<file path="config.mk">
export PLATFORM = sky130hd
export DESIGN_NAME = mux4_scan_serializer_flat
export DESIGN_NICKNAME = d
export VERILOG_FILES = /design/src/rtl/mux4_scan_serializer_pkg.sv /design/src/rtl/mux4_scan_serializer_if.sv /design/src/rtl/mux4_scan_serializer_bit_period_timer.sv /design/src/rtl/mux4_scan_serializer.sv /design/src/flat_wrapper.sv
export SDC_FILE = /design/constraint.sdc
export NUM_CORES = 1
export LEC_CHECK = 0
export ABC_AREA = 1
export BUFFER_PORTS_ARGS = -buffer_cell sky130_fd_sc_hd__buf_2
export CORE_AREA = 2 2 39 41
export CTS_BUF_LIST = sky130_fd_sc_hd__clkbuf_4 sky130_fd_sc_hd__clkbuf_8
export DETAILED_ROUTE_END_ITERATION = 6
export DIE_AREA = 0 0 41 43
export SYNTH_ARGS = -nofsm -noshare
export SYNTH_HDL_FRONTEND = slang
export SYNTH_SLANG_ARGS = --single-unit
</file>
<file path="constraint.sdc">
create_clock -name clk -period 1.37 [get_ports clk]
set_input_delay 0.0685 -clock clk [delete_from_list [all_inputs] [get_ports clk]]
set_output_delay 0.0685 -clock clk [all_outputs]
set_load 0.02 [all_outputs]
</file>
<file path="src/rtl/mux4_scan_serializer_pkg.sv">
// Shared types and constants for the 4:1 mux scan serializer.
package mux4_scan_serializer_pkg;

  typedef enum logic {
    IDLE  = 1'b0,
    SHIFT = 1'b1
  } state_t;

  localparam int WORD_BITS = 4;
  localparam int SEL_BITS  = 2;

  // Width of the per-bit tick counter; never narrower than one bit.
  function automatic int tick_width(input int cycles);
    return (cycles > 1) ? $clog2(cycles) : 1;
  endfunction

endpackage

</file>
<file path="src/rtl/mux4_scan_serializer_if.sv">
// Load handshake, mux loop and serial output bundle of the scan serializer.
interface mux4_scan_serializer_if;
  import mux4_scan_serializer_pkg::*;

  logic                  load_valid;
  logic                  load_ready;
  logic [0:WORD_BITS-1]  load_data;
  logic                  abort;
  logic [0:WORD_BITS-1]  word;
  logic [0:SEL_BITS-1]   sel;
  logic                  mux_out;
  logic                  ser_out;
  logic                  ser_valid;
  logic                  done;

  // master: word source, external mux and serial consumer
  modport master (
    output load_valid, load_data, abort, mux_out,
    input  load_ready, word, sel, ser_out, ser_valid, done
  );

  // slave: the serializer itself
  modport slave (
    input  load_valid, load_data, abort, mux_out,
    output load_ready, word, sel, ser_out, ser_valid, done
  );

endinterface

</file>
<file path="src/rtl/mux4_scan_serializer_bit_period_timer.sv">
// Bit-period tick counter: counts 0..BIT_CYCLES-1 and flags the last tick.
module mux4_scan_serializer_bit_period_timer
  import mux4_scan_serializer_pkg::*;
#(
  parameter int BIT_CYCLES = 1
) (
  input  logic clk,
  input  logic rst,
  input  logic clear,
  input  logic en,
  output logic tick_last
);

  localparam int            TW   = tick_width(BIT_CYCLES);
  localparam logic [TW-1:0] LAST = TW'(BIT_CYCLES - 1);

  logic [TW-1:0] tick;

  assign tick_last = (tick == LAST);

  always_ff @(posedge clk) begin
    if (rst || clear) begin
      tick <= '0;
    end else if (en) begin
      tick <= tick_last ? '0 : tick + TW'(1);
    end
  end

endmodule

</file>
<file path="src/rtl/mux4_scan_serializer.sv">
// Holds a 4-bit word on the external mux, walks sel 0..3 and streams the
// returned mux bit out serially, one bit per BIT_CYCLES clocks.
//
// state | meaning
// IDLE  | load_ready high, sel parked at 00, waiting for a word
// SHIFT | word held, sel = bit index, sampling mux_out each bit period
module mux4_scan_serializer
  import mux4_scan_serializer_pkg::*;
#(
  parameter int BIT_CYCLES = 1
) (
  input logic                   clk,
  input logic                   rst,
  mux4_scan_serializer_if.slave bus
);

  localparam logic [SEL_BITS-1:0] LAST_INDEX = SEL_BITS'(WORD_BITS - 1);

  state_t                state;
  logic [0:WORD_BITS-1]  word_q;
  logic [SEL_BITS-1:0]   index;
  logic                  ser_out_q;
  logic                  ser_valid_q;
  logic                  done_q;
  logic                  tick_last;
  logic                  timer_clear;
  logic                  timer_en;

  // Abort restarts the bit period so a later word starts from tick 0.
  assign timer_clear = (state == IDLE) || bus.abort;
  assign timer_en    = (state == SHIFT);

  mux4_scan_serializer_bit_period_timer #(
    .BIT_CYCLES (BIT_CYCLES)
  ) u_timer (
    .clk       (clk),
    .rst       (rst),
    .clear     (timer_clear),
    .en        (timer_en),
    .tick_last (tick_last)
  );

  always_ff @(posedge clk) begin
    if (rst) begin
      state       <= IDLE;
      word_q      <= '0;
      index       <= '0;
      ser_out_q   <= 1'b0;
      ser_valid_q <= 1'b0;
      done_q      <= 1'b0;
    end else begin
      ser_valid_q <= 1'b0;
      done_q      <= 1'b0;
      unique case (state)
        IDLE: begin
          if (bus.load_valid && !bus.abort) begin
            word_q <= bus.load_data;
            index  <= '0;
            state  <= SHIFT;
          end
        end
        SHIFT: begin
          if (bus.abort) begin
            index <= '0;
            state <= IDLE;
          end else if (tick_last) begin
            ser_out_q   <= bus.mux_out;
            ser_valid_q <= 1'b1;
            if (index == LAST_INDEX) begin
              done_q <= 1'b1;
              index  <= '0;
              state  <= IDLE;
            end else begin
              index <= index + SEL_BITS'(1);
            end
          end
        end
      endcase
    end
  end

  assign bus.load_ready = (state == IDLE);
  assign bus.word       = word_q;
  assign bus.sel[0]     = index[0];
  assign bus.sel[1]     = index[1];
  assign bus.ser_out    = ser_out_q;
  assign bus.ser_valid  = ser_valid_q;
  assign bus.done       = done_q;

endmodule

</file>
<file path="src/flat_wrapper.sv">
// flat-port wrapper written by rule: the top's interface ports become plain ports
module mux4_scan_serializer_flat import mux4_scan_serializer_pkg::*;
#(
  parameter int BIT_CYCLES = 1
)
  (clk, rst, bus_load_valid, bus_load_data, bus_abort, bus_mux_out, bus_load_ready, bus_word, bus_sel, bus_ser_out, bus_ser_valid, bus_done);
  mux4_scan_serializer_if bus_i ();
  input logic clk;
  input logic rst;
  input wire logic [$bits(bus_i.load_valid)-1:0] bus_load_valid;
  input wire logic [$bits(bus_i.load_data)-1:0] bus_load_data;
  input wire logic [$bits(bus_i.abort)-1:0] bus_abort;
  input wire logic [$bits(bus_i.mux_out)-1:0] bus_mux_out;
  output wire logic [$bits(bus_i.load_ready)-1:0] bus_load_ready;
  output wire logic [$bits(bus_i.word)-1:0] bus_word;
  output wire logic [$bits(bus_i.sel)-1:0] bus_sel;
  output wire logic [$bits(bus_i.ser_out)-1:0] bus_ser_out;
  output wire logic [$bits(bus_i.ser_valid)-1:0] bus_ser_valid;
  output wire logic [$bits(bus_i.done)-1:0] bus_done;
  assign bus_i.load_valid = bus_load_valid;
  assign bus_i.load_data = bus_load_data;
  assign bus_i.abort = bus_abort;
  assign bus_i.mux_out = bus_mux_out;
  assign bus_load_ready = bus_i.load_ready;
  assign bus_word = bus_i.word;
  assign bus_sel = bus_i.sel;
  assign bus_ser_out = bus_i.ser_out;
  assign bus_ser_valid = bus_i.ser_valid;
  assign bus_done = bus_i.done;
  mux4_scan_serializer #(.BIT_CYCLES(BIT_CYCLES)) u_core (.clk(clk), .rst(rst), .bus(bus_i));
endmodule
</file>
==> results of run 1 <==
-- layout make-up --
class,count,area (um^2)
clock buffer,4,36.28
fill,159,829.5
inverter,8,30.03
multi-input combinational,35,177.7
sequential,10,200.2
tap,16,20.02
timing repair buffer,18,90.09
-- where the power goes --
group / switching (mW) / internal (mW) / leakage [nW]
Combinational: 0.0555 / 0.0327 / 0.192
Clock: 0.0986 / 0.161 / 0.0210
Sequential: 0.00700 / 0.304 / 0.0817
-- state kept, by name, indices dropped and copies added, names as in the netlist --
name,cells
u_core.bus.word,4
u_core.index,2
u_core.bus.done,1
u_core.bus.ser_out,1
u_core.bus.ser_valid,1
u_core.state,1
-- metal layers --
| metal | global-route usage | share of wire | up-vias |
|---|---|---|---|
| met2 | 0.1469 | 0.45 | 16 |
| met1 | 0.1010 | 0.42 | 148 |
| li1 | - | - | 205 |
| met3 | 0.06283 | 0.11 | 2 |
| met5 | 0 | 0 | - |
| met4 | 0.08000 | 0.017 | 0 |
-- path summary, 6_finish.rpt --
kind / endpoint / start / slack, ns
setup / recovery: bus_load_ready / u_core.state / 0.41
hold / removal: u_core.bus.word[2] / bus_load_data[1] / 0.03
setup reg to reg: u_core.index[0] / u_core.index[1] / 0.44
hold reg to reg: u_core.bus.ser_out / u_core.bus.ser_out / 0.49
-- cells in the final DEF, fill, tap and decap left out, drive strengths merged --
cell type	n
inv	8
nand3	2
nand2	14
buf	18
nor2	12
a21oi	3
nor3b	1
dfxtp	10
clkbuf	4
ha	1
o21ai	2
-- cells in the mapped netlist (all sizes together) --
master / instances
nand2: 14
ha: 1
nand3: 2
o21ai: 2
a21oi: 3
nor2: 12
dfxtp: 10
nor3b: 1
inv: 8
-- worst min-delay path: cells and delay by family --
family | cells | cell delay, ns
buf+inv | 1 | 0.07
simple gates | 2 | 0.11
-- per-stage QoR --
stage / cells / cell area, um^2
2_1_floorplan: 53 / 407.9
3_3_place_gp: 87 / 518.0
3_5_place_dp: 87 / 518.0
4_1_cts: 91 / 554.3
5_1_grt: 91 / 554.3
6_report: 91 / 554.3
-- logic make-up (layout without fill, tap and decap cells) --
group / Yosys count / count (layout) / share of synthesized area
compound gates: 5 / 5 / 0.06134
fa+ha+maj: 1 / 1 / 0.03067
buf+inv: 8 / 30 / 0.07362
flops: 10 / 10 / 0.4908
simple gates: 29 / 29 / 0.3436
==> metrics.md, run 1 <==
| Metric | Value |
|---|---|
| Outcome | completed |
| Hold Vio Cnt, Final | 0 |
| Critical Path RT | 1.30 ns |
| CTS sink count | 10 |
| Vias in the first global route | 318 |
| Root Buffer | clkbuf_4 |
| TritonCTS buffer count | 3 |
| CP bufs+invs | 2 |
| Clock Skews | 0.004926 ns |
| Slew @ Worst Pin | 0.1724 ns |
| CP cell instances | inv_2 -> buf_2 |
| WL final | 766 um |
| Vias | 371 |
| Layout cells sized above 1 | 0.4000 |
| Worst R2R Path Depth | 6 |
| Syn Nets | 63 |
| Clock Tree Buf Depth | 2 |
| Sequential element share of the synthesized area | 0.4908 |
| GPL Wtd Cong | 0.6829 |
| Post_cts resized | 0 |
| Warnings, synthesis | 0 |
| PD cells | 1189 mW/mm^2 |
| Core area | 0.001384 mm^2 |
| Place WS | 0.4430 ns |
| Final min period | 0.9559 ns |
| Cell count after synthesis | 53 |
| Max_slew headroom | 0.8850 |
| Crit Path Max Fanout | 4 |
| Top achievable clock speed | 1.046 GHz |
| Clk slew on worst S/H paths | 0.06 ns |
| Final Worst Setup Slack | 0.4141 ns |
| N_diodes | 0 |
| Die area | 0.001763 mm^2 |
| Synth top area share | 0.4908 |
| Row cnt | 14 |
| Synth top area cells | dfxtp_1 (49%), nand2_1 (12%), nor2_1 (7.4%), nor2_2 (6.1%), inv_1 (5.5%) |
| Critical Path AT | 0.89 ns |
| Worst skew pair latency | 0.26 ns |
| Die outline height | 43 um |
| Hold depth | 3 |
| First-pass detailed-route iteration total | 1 |
| Post-DP HPWL | 634.1 um |
| CP top delay family | flip-flops |
| Tcrit/Tclk final | 0.6977 |
| Final setup vio count | 0 |
| Synthesized flop and latch total | 10 |
| Initial core utilization | 0.2948 |
| Worst setup SP type | flop |
| Area delta synth->final | 35.89% |
| Slowest-stage cell, CP | dfxtp_1 |
| Hold crit path type | input pin to flop |
| Hold slack final | 0.02980 ns |
| Synth area leader | dfxtp_1 |
| Max VDD drop | 0.5155 mV |
| CTS HTree Levels | 1 |
| RSZ-0062 raised after global routing | false |
| Setup Buffers After CTS | 0 |
| Final core utilization | 0.4005 |
| Number of max-cap violations | 0 |
| Final #Nets | 86 |
| Total GRT Usage | 0.1028 |
| Initial antenna violation count | 0 |
| 1st-iter DRT viols | 0 |
| Number of cells on the critical path | 2 |
| CP Class | flop to output pin |
| Slew Viols, Final | 0 |
| Total Power | 0.6591 mW |
| DIE WIDTH | 41 um |
| Total gr overflow | 0 |
| Avg Cell Area, Syn | 7.696 um^2 |
| Max incr delay on CP | 0.38 ns |
| Routed Antenna Nets | 0 |
| Setup tns final | 0 ns |
| Cell variety after synth | 13 |
| Via density | 4.077 |
| Avg WL per Cell | 8.418 um |
| Buffers on Ports | 18 |
| # IOs | 19 |
| Mapped cell area | 407.9 um^2 |
| Hold buffer count at cts | 0 |
| Critical Path End Type | output pin |
| Remaining DRCs | 0 |
| CTS tree | built |
| First-pass GRT wire length | 1152 um |
| Largest net degree at the start of global routing | 10 |
| P_leak | 0.2949 nW |
Note: power is estimated with default switching activity, not from simulation.
==> inputs of run 2 (changes only) <==
==> constraint.sdc (replaced) <==
create_clock -name clk -period 0.9 [get_ports clk]
set_input_delay 0.045 -clock clk [delete_from_list [all_inputs] [get_ports clk]]
set_output_delay 0.045 -clock clk [all_outputs]
set_load 0.02 [all_outputs]
==> metrics.md, run 2 (synthesis results as in run 1) <==
| Metric | Value |
|---|---|
| Critical Path RT | 1.10 ns (was 1.30 ns) |
| CP most frequent cell | nand2_1 |
| Slowest-stage cell, CP | dfxtp_4 (was dfxtp_1) |
| Clock Skews | 0.002862 ns (was 0.004926 ns) |
| Max VDD drop | 0.8081 mV (was 0.5155 mV) |
| Setup tns final | -0.009020 ns (was 0 ns) |
| TritonCTS buffer count | 3 (unchanged) |
| Crit Path Max Fanout | 3 (was 4) |
| Final setup vio count | 1 (was 0) |
| CP Class | flop to flop (was flop to output pin) |
| CTS sink count | 10 (unchanged) |
| Largest net degree at the start of global routing | 10 (unchanged) |
| Final min period | 0.9090 ns |
| Area delta synth->final | 56.14% (was 35.89%) |
| CTS HTree Levels | 1 (unchanged) |
| Buffers on Ports | 18 (unchanged) |
| DIE WIDTH | 41 um (unchanged) |
| Final #Nets | 90 (was 86) |
| Vias | 396 (was 371) |
| Root Buffer | clkbuf_4 (unchanged) |
| CP bufs+invs | 0 (was 2) |
| Avg WL per Cell | 8.842 um (was 8.418 um) |
| Max FFs per register | 4 (unchanged) |
| First-pass GRT wire length | 1290 um (was 1152 um) |
| 1st-iter DRT viols | 3 (was 0) |
| Worst skew pair latency | 0.26 ns (about the same) |
| Die outline height | 43 um (unchanged) |
| Total Power | 1.024 mW (was 0.6591 mW) |
| Layout Cells excl Fill | 95 (was 91) |
| Post-DP HPWL | 599.2 um (was 634.1 um) |
| Total gr overflow | 0 (unchanged) |
| Top achievable clock speed | 1.100 GHz |
| Worst setup SP type | flop (unchanged) |
| Clk slew on worst S/H paths | 0.07 ns (was 0.06 ns) |
| Number of max-cap violations | 0 (unchanged) |
| Via density | 4.168 (was 4.077) |
| # IOs | 19 (unchanged) |
| Commonest non-fill, non-tap cell in the layout | buf_2 (unchanged) |
| Violated checks | negative setup slack |
| Final core utilization | 0.4602 (was 0.4005) |
| P_leak | 0.3142 nW (was 0.2949 nW) |
| Total GRT Usage | 0.1102 (was 0.1028) |
| PD cells | 1608 mW/mm^2 (was 1189 mW/mm^2) |
| Initial antenna violation count | 0 (unchanged) |
| CTS tree | built (unchanged) |
| Core area | 0.001384 mm^2 (unchanged) |
| Routed Antenna Nets | 0 (unchanged) |
| Max_slew headroom | 0.8820 (was 0.8850) |
| Most frequent cells in the layout | buf_2 (17), nand2_1 (12), dfxtp_1 (7) (was buf_2 (18), nand2_1 (13), dfxtp_1 (10)) |
| CP cell instances | ha_4 -> nor2_4 -> nand2_2 -> nand2_1 -> nand2_1 -> nor2_1 (was inv_2 -> buf_2) |
| Slew Viols, Final | 0 (unchanged) |
| Slew @ Worst Pin | 0.1768 ns (was 0.1724 ns) |
| Final Worst Setup Slack | -0.009020 ns (was 0.4141 ns) |
| Layout cells sized above 1 | 0.4937 (was 0.4000) |
| RSZ-0062 raised after global routing | true (was false) |
| Critical Path End Type | flop (was output pin) |
| Row cnt | 14 (unchanged) |
| Inst Count DP | 87 (unchanged) |
| N_diodes | 0 (unchanged) |
| First-pass detailed-route iteration total | 2 (was 1) |
| Die area | 0.001763 mm^2 (unchanged) |
| Hold Vio Cnt, Final | 0 (unchanged) |
| Critical Path AT | 1.11 ns (was 0.89 ns) |
| Clock Tree Buf Depth | 2 (unchanged) |
| Vias in the first global route | 322 (was 318) |
| Hold crit path type | input pin to flop (unchanged) |
| Outcome | finished, violations left (was completed) |
| Remaining DRCs | 0 (unchanged) |
| WL final | 840 um (was 766 um) |
| Max incr delay on CP | 0.36 ns (was 0.38 ns) |
| Initial core utilization | 0.2948 (unchanged) |
| CP top delay family | flip-flops (unchanged) |
| Tcrit/Tclk final | 1.010 |
| GPL Wtd Cong | 0.6818 (was 0.6829) |
| Place WS | 0.007512 ns (was 0.4430 ns) |
run 2: cell types whose count changed in the layout (fill, tap and decap cells not counted), moves of 2 or more:
cell and delta:
dfxtp_1 -3, dfxtp_4 +2, dlygate4sd3_1 +4, nor2_1 -3, nor2_2 +2
run 2: layout make-up:
cell class / instances / area (um^2)
clock buffer: 4 / 36.28
sequential: 10 / 209.0
fill: 137 / 747.0
inverter: 8 / 30.03
timing repair buffer: 22 / 132.6
multi-input combinational: 35 / 209.0
tap: 16 / 20.02
run 2: path summary, 6_finish.rpt:
path                           start            endpoint  cells after the start  slack, ns
setup / recovery     u_core.index[1]     u_core.index[0]                      6     -0.009
hold / removal      bus_load_data[2]  u_core.bus.word[1]                      3       0.01
setup reg to reg     u_core.index[1]     u_core.index[0]                      6     -0.009
hold reg to reg   u_core.bus.ser_out  u_core.bus.ser_out                      2       0.49
run 2: per-layer routing:
| metal | wire length, um | GRT usage |
|---|---|---|
| met4 | 0 | 0.06000 |
| met1 | 389 | 0.1513 |
| met5 | 0 | 0 |
| met3 | 84 | 0.04712 |
| met2 | 366 | 0.1406 |
run 2: worst register-to-register path, delay by kind of cell, from the launching register on:
family | cells | cell delay [ns]
flip-flops | 1 | 0.36
AND/OR/NAND/NOR | 5 | 0.32
adder cells (fa/ha/maj) | 1 | 0.17
run 2: power breakdown:
part / internal [mW] / total [mW] / switching (mW)
registers: 0.459 / 0.471 / 0.0119
logic: 0.0666 / 0.159 / 0.0920
clock network: 0.245 / 0.394 / 0.149
total: 0.771 / 1.02 / 0.253
run 2: timing repair:
item / CTS / global route
resized for setup: 3 / 7
pin swaps: 0 / 2
hold buffers: 3 / 1
hold endpoints to repair: 1 / 1
setup endpoints to repair: 2 / 5
buffers inserted: 0 / 0
run 2: per-stage QoR:
step                hold slack, ns  area (um^2)
floorplan                   0.1141        415.4
global placement            0.2727        525.5
detailed placement          0.2763        525.5
CTS                       0.005421        605.6
global route               0.01490        636.9
finish                     0.01188        636.9
